[src/rtl/rx_fifo.sv]
// ----------------------------------------------------------------------------
// rx_fifo : receive-side byte buffer placed directly after the UART receiver.
//
// Each byte the receiver presents with its one-cycle done pulse is captured
// into a circular buffer. The host pops bytes at its own pace. The buffer
// reports occupancy, an almost-full level, and a sticky overflow flag.
//
// Ports
//   clk           in   system clock, rising edge
//   reset         in   asynchronous active-high reset
//   rx_done_tick  in   one-cycle write strobe from the receiver
//   din[7:0]      in   received byte, sampled with rx_done_tick
//   rd            in   pop request from the consumer
//   dout[7:0]     out  head byte (first-word-fall-through)
//   empty         out  no bytes stored
//   full          out  2**ADDR_W bytes stored
//   almost_full   out  count >= AF_LEVEL
//   count         out  number of stored bytes, 0..2**ADDR_W
//   overflow      out  sticky: at least one byte was dropped
//   clr_overflow  in   clears overflow (a same-cycle drop takes priority)
// ----------------------------------------------------------------------------
module rx_fifo #(
   parameter int ADDR_W   = 4,
   parameter int AF_LEVEL = 12
) (
   input  logic              clk,
   input  logic              reset,
   input  logic              rx_done_tick,
   input  logic [7:0]        din,
   input  logic              rd,
   output logic [7:0]        dout,
   output logic              empty,
   output logic              full,
   output logic              almost_full,
   output logic [ADDR_W:0]   count,
   output logic              overflow,
   input  logic              clr_overflow
);

   localparam int              DEPTH   = 2**ADDR_W;
   localparam logic [ADDR_W:0] C_DEPTH = (ADDR_W+1)'(DEPTH);
   localparam logic [ADDR_W:0] C_AF    = (ADDR_W+1)'(AF_LEVEL);

   logic [7:0]        r_mem [DEPTH];
   logic [ADDR_W-1:0] r_wr_ptr;
   logic [ADDR_W-1:0] r_rd_ptr;
   logic [ADDR_W:0]   r_count;
   logic              r_overflow;

   logic w_empty;
   logic w_full;
   logic w_rd_acc;
   logic w_wr_acc;
   logic w_drop;

   assign w_empty = (r_count == '0);
   assign w_full  = (r_count == C_DEPTH);

   // A read is only honoured when something is stored, so a write into an
   // empty buffer is never popped in the same cycle. When full, a same-cycle
   // read frees the slot the write needs, so both are accepted.
   assign w_rd_acc = rd & ~w_empty;
   assign w_wr_acc = rx_done_tick & (~w_full | w_rd_acc);
   assign w_drop   = rx_done_tick & ~w_wr_acc;

   // Storage has no reset: contents are meaningless while empty.
   always_ff @(posedge clk) begin
      if (w_wr_acc) begin
         r_mem[r_wr_ptr] <= din;
      end
   end

   always_ff @(posedge clk or posedge reset) begin
      if (reset) begin
         r_wr_ptr   <= '0;
         r_rd_ptr   <= '0;
         r_count    <= '0;
         r_overflow <= 1'b0;
      end else begin
         if (w_wr_acc) begin
            r_wr_ptr <= r_wr_ptr + 1'b1;
         end
         if (w_rd_acc) begin
            r_rd_ptr <= r_rd_ptr + 1'b1;
         end
         case ({w_wr_acc, w_rd_acc})
            2'b10:   r_count <= r_count + 1'b1;
            2'b01:   r_count <= r_count - 1'b1;
            default: r_count <= r_count;
         endcase
         // Drop has priority over clear so a lost byte is never hidden.
         if (w_drop) begin
            r_overflow <= 1'b1;
         end else if (clr_overflow) begin
            r_overflow <= 1'b0;
         end
      end
   end

   assign dout        = r_mem[r_rd_ptr];
   assign empty       = w_empty;
   assign full        = w_full;
   assign almost_full = (r_count >= C_AF);
   assign count       = r_count;
   assign overflow    = r_overflow;

endmodule

[config.mk]
export PLATFORM = sky130hd
export DESIGN_NAME = rx_fifo
export DESIGN_NICKNAME = d
export VERILOG_FILES = /design/src/rtl/rx_fifo.sv
export SDC_FILE = /design/constraint.sdc
export NUM_CORES = 1
export LEC_CHECK = 0
export CORE_UTILIZATION = 50
export CTS_CLUSTER_SIZE = 28
export DETAILED_ROUTE_END_ITERATION = 8
export GPL_TIMING_DRIVEN = 0
export PLACE_DENSITY = 0.79
export REMOVE_ABC_BUFFERS = 1
export SYNTH_ARGS = -nofsm -noshare
export SYNTH_HDL_FRONTEND = slang
export SYNTH_SLANG_ARGS = --single-unit
[constraint.sdc]
create_clock -name clk -period 3.45 [get_ports clk]
set_clock_uncertainty 0.05 [all_clocks]
set_input_delay 0.345 -clock clk [delete_from_list [all_inputs] [get_ports clk]]
set_output_delay 0.345 -clock clk [all_outputs]
set_load 0.05 [all_outputs]
After elaboration in Yosys (flattened, before gate mapping)
Memory sizes are Yosys's and may differ from the RTL's.
Cells that the tools add are included.
{"block": "totals", "regBits": 14, "ram_bits": 128, "inputBits": 13, "output_inout_bits": 17, "elab_cells": 28, "mem_count": 1}
{"block": "op_classes", "add_sub_neg": 4, "n_lt_le_gt_ge": 1, "n_eq_ne": 3, "muxes": 5, "n_bitwise": 7, "reduce_logical": 3}
{"memory": "r_mem", "words": 16, "word_bits": 8, "rd": 1, "rd_clocked_by_memory_dff": 0, "wr": 1, "line": "44", "source": "logic [7:0] r_mem [DEPTH];"}
{"op": "$pmux 5 s2", "count": 1}
{"op": "$add 4x1->4 const B", "count": 2}
{"op": "$add 5x1->5 const B", "count": 1}
{"op": "$eq 5x5->1 const B", "count": 1}
{"op": "$ge 5x4->1 const B", "count": 1}
{"op": "$logic_not 5->1", "count": 1}
{"op": "$sub 5x1->5 const B", "count": 1}
{"op": "$mux 1", "count": 4}
{"op": "$reduce_bool 2->1", "count": 2}
{"op": "$and 1x1->1", "count": 3}
{"op": "$not 1->1", "count": 3}
{"op": "$eq 2x1->1 const B", "count": 1}
{"op": "$eq 2x2->1 const B", "count": 1}
{"op": "$or 1x1->1", "count": 1}

Longest topological paths before layout
{"block": "logic_depth", "depth_word": 8, "ltp_mapped": 10}

Least setup slack after synthesis
Ideal clock, no wire load.
{"block": "synth_path", "path_kind": "register to register", "startpoint": "reg r_count[1] (netlist: count[1])", "endpoint": "reg r_count[3] (netlist: count[3])", "arrival_time_ps": 2669, "required_time_ps": 3279, "path_slack_ps": 610, "stages_incl_launch_ff": 11, "path_buffers": 1, "synth_period_minus_slack_ps": 2840, "path_cell_list": "dfrtp_1 or4_4 buf_6 o21a_1 nand2_1 inv_1 ha_1 nand3_1 a21boi_0 o31ai_1 a22o_1"}
{"block": "synth_between", "elab_chain_len": 7, "word_cells_on_any_way": 13, "classes_between": "2 x add/sub; 3 x eq/ne; 1 x mux; 5 x bitwise; 2 x reduce/logical"}
{"item": "start, declared", "line": "47", "source": "logic [ADDR_W:0] r_count;"}
{"item": "start signal, assigned", "line": "87", "source": "2'b10: r_count <= r_count + 1'b1;"}
{"item": "start signal, assigned", "line": "88", "source": "2'b01: r_count <= r_count - 1'b1;"}
{"item": "start signal, assigned", "line": "89", "source": "default: r_count <= r_count;"}
{"item": "$logic_not 5->1", "line": "56", "source": "assign w_empty = (r_count == '0);"}
{"item": "$not 1->1", "line": "62", "source": "assign w_rd_acc = rd & ~w_empty;"}
{"item": "$and 1x1->1", "line": "62"}
{"item": "$or 1x1->1", "line": "63", "source": "assign w_wr_acc = rx_done_tick & (~w_full | w_rd_acc);"}
{"item": "$and 1x1->1", "line": "63"}
{"item": "$eq 2x1->1 or $eq 2x2->1 (tied branches)", "line": "86", "source": "case ({w_wr_acc, w_rd_acc})"}
{"item": "$pmux 5 s2 or $reduce_bool 2->1 (tied branches)"}
Parallel ways exist; a longest one is shown, timed or not.
A chain may end at the register's enable or synchronous reset.

Worst setup path after layout
{"block": "layout_path", "startpoint": "reg r_rd_ptr[0]", "endpoint": "out dout[6]"}
{"block": "layout_between", "elab_chain_len": 1}
{"item": "start, declared", "line": "46", "source": "logic [ADDR_W-1:0] r_rd_ptr;"}
{"item": "start signal, assigned", "line": "84", "source": "r_rd_ptr <= r_rd_ptr + 1'b1;"}
{"item": "$mem_v2 16x8"}
{"item": "end, declared", "line": "31", "source": "output logic [7:0] dout,"}
No other way between the ends.

==> reports/summary.txt <==
status: completed
Sinks on Clock Net: 142
number of global-route vias before repair: 3296
floorplan row count: 39
routing usage on met3: 6.233%
count of pins over their slew limit: 0
unrepaired setup endpoints after global routing: no
final layout net count: 390
final setup slack of the worst path: 0.08416 ns
die outline width: 110.9 um
Die H: 110.9 um
unique cell type count in the Yosys netlist: 47
maximum level of the CTS H-tree: 4
global placer's final weighted congestion: 0.8581
number of antenna violations at the first check in global routing: 0
minimum clock period after layout: 3.366 ns
area of placed instances: 6376 sq um
final setup violating endpoints: 0
post-route antenna net violation count: 0
global route hottest layer: met2
critical path required time: 3.05 ns
final worst path period share: 97.56%
clock buffer count from CTS: 17
detail-routed via count per cell: 6.042
post-CTS clock slew at the launch and capture registers of the worst setup and hold paths: 0.06 ns
Max-slew headroom: 42.27%
clock tree from TritonCTS: done
buffer levels on the longest clock path: 2
root buffer cell: clkbuf_16
synthesized area: 5927 sq um
category of the most critical setup path: reg -> out
total number of vias: 3166
Critical Path Source Type: flop
n_diodes: 0
DR WL/cell: 22.69 um
worst setup slack before clock tree synthesis: 0.05147 ns
initial DRC count: 326
Core Util, Final: 60.98%
final hold viol count: 0
number of remaining DRC errors: 0
fraction of layout cells with a size suffix above 1: 18.90%
critical path data arrival time: 2.97 ns
met2 global-route usage: 33.21%
1st-pass router iterations: 4
Synth Register Bits: 142
number of buffers inserted to repair setup after CTS: 0
count of yosys warnings during synthesis: 0
most common flop cell mapped by yosys: edfxtp_1
full die area: 12290 sq um
pin slew with the least headroom to its limit: 0.8627 ns
number of enable flip-flop cells after synthesis: 128
CP Capture Type: output pin
static leakage: 2.374 nW
largest voltage drop on the vdd net: 0.7166 mV
largest net degree at the start of global routing: 36
fmax: 297.1 MHz
Starting Density: 51.69%
final instance area: 6993 sq um
crit path max fanout: 19
Pwr Density: 930.0 nW/um^2
fraction of registers with async set/reset: 9.859%
Hold WS: 0.2390 ns
Syn Inst Count: 333
leftover overflow at the end of global routing: 0
I/O Pins: 30
met1 track utilization from global routing: 26.63%
# port buffers: 29
path category of the worst min-delay check: in -> async
half-perimeter wire length after detailed placement: 7384 um
per-instance average area after synthesis: 17.80 sq um
aggregate routed wire length: 11890 um
fraction of the yosys area taken by sequential cells: 70.76%
Max Cap Viol: 0
Placeable Area: 11470 sq um
final total power: 6.503 mW
global-route wire length before repair: 18440 um
Layout Area Growth over Synthesis: 17.99%
Skew-Pair Late Insertion Delay: 0.41 ns
Overall Global Routing Usage: 20.60%
stage by stage:
stage	cells	setup TNS, ns
after floorplan	315	0
after global placement	487	-5.096
after detailed placement	492	0
after CTS	524	0
after global routing	524	0
final	524	0
critical path, stage by stage, from the launching register on:
cell and delay (ns):
dfrtp_4 0.65, buf_12 0.25, mux4_2 0.54, a22oi_1 0.29
nand2_1 0.12, clkdlybuf4s50_1 0.71
path summary, 6_finish.rpt:
path | startpoint | end | slack, ns | cells past startpoint
max in group asynchronous | reset | r_rd_ptr[0]$_DFFE_PP0P_ | 2.68 | 2
min in group clk | clr_overflow | overflow$_DFFE_PP0P_ | 0.45 | 2
max | r_rd_ptr[0]$_DFFE_PP0P_ | dout[6] | 0.08 | 5
max reg2reg | count[1]$_DFFE_PP0P_ | count[2]$_DFFE_PP0P_ | 0.54 | 9
min | reset | count[0]$_DFFE_PP0P_ | 0.24 | 2
min reg2reg | overflow$_DFFE_PP0P_ | overflow$_DFFE_PP0P_ | 0.48 | 2
layout make-up:
type	instances	area, sq um
clock inverter	13	171.4
inverter	12	45.04
timing repair buffer	34	350.3
fill	780	4474
tap	143	178.9
multi-input combinational	161	1615
clock buffer	19	432.9
sequential	142	4199
where the power goes:
part | internal (mW) | switching, mW | total (mW)
Clock | 1.20 | 0.666 | 1.86
Sequential | 2.11 | 0.312 | 2.43
Combinational | 0.925 | 1.29 | 2.21
Total | 4.24 | 2.27 | 6.50
cell families (layout without fill, tap and decap cells):
family                     count (synthesis)  after routing  synth area share (%)
DFF                                      142            142                 70.76
and+or+nand+nor                           63             63                 5.510
AOI/OAI and AO/OA                         47             47                 5.637
muxes                                     33             33                 12.33
buffers and inverters                     30             78                 2.406
adders and majority gates                  9              9                 2.027
xor gates and xnor gates                   9              9                 1.330
flip-flops by register name, summed over array words and instances, names as in the netlist:
name,cells
count,5
overflow,1
r_mem,128
r_rd_ptr,4
r_wr_ptr,4
synthesized netlist by cell type (3+ instances only):
master	number	area (sq um)
clkbuf_1	8	30.03
a21oi_1	6	30.03
nor2_1	12	45.04
xnor2_1	7	61.31
o21ai_0	6	30.03
buf_2	4	20.02
edfxtp_1	128	3844
nand2_1	19	71.32
inv_1	12	45.04
nor4_1	5	31.28
a22oi_1	17	127.6
mux4_2	32	720.7
nand3_1	3	15.01
ha_1	8	100.1
dfrtp_1	14	350.3
nor2b_1	3	18.77
buf_1	3	11.26
and2_1	10	62.56
per-layer routing:
layer  vias to the layer above  share of wire [%]
met1                      1616                 42
met2                       127                 51
met4                         0                1.6
li1                       1407                  -
met5                         -                  0
met3                        16                4.9
cells in the final DEF (no fill, tap or decap), types with 6 or more instances in the layout:
master and count:
edfxtp_1 128, o21ai_0 6, dfrtp_1 12, clkdlybuf4s50_1 25, mux4_2 32, a22oi_1 17, xnor2_1 7, clkbuf_16 17
nand2_1 19, and2_1 10, nor2_1 12, inv_1 12, a21oi_1 6, ha_1 8
timing repair:
item,in CTS,in global routing
hold buffers,0,0
endpoints found under the hold margin,0,0
setup endpoints to repair,6,4
gates resized for setup,1,4
Power figures use the tool's default switching activity.
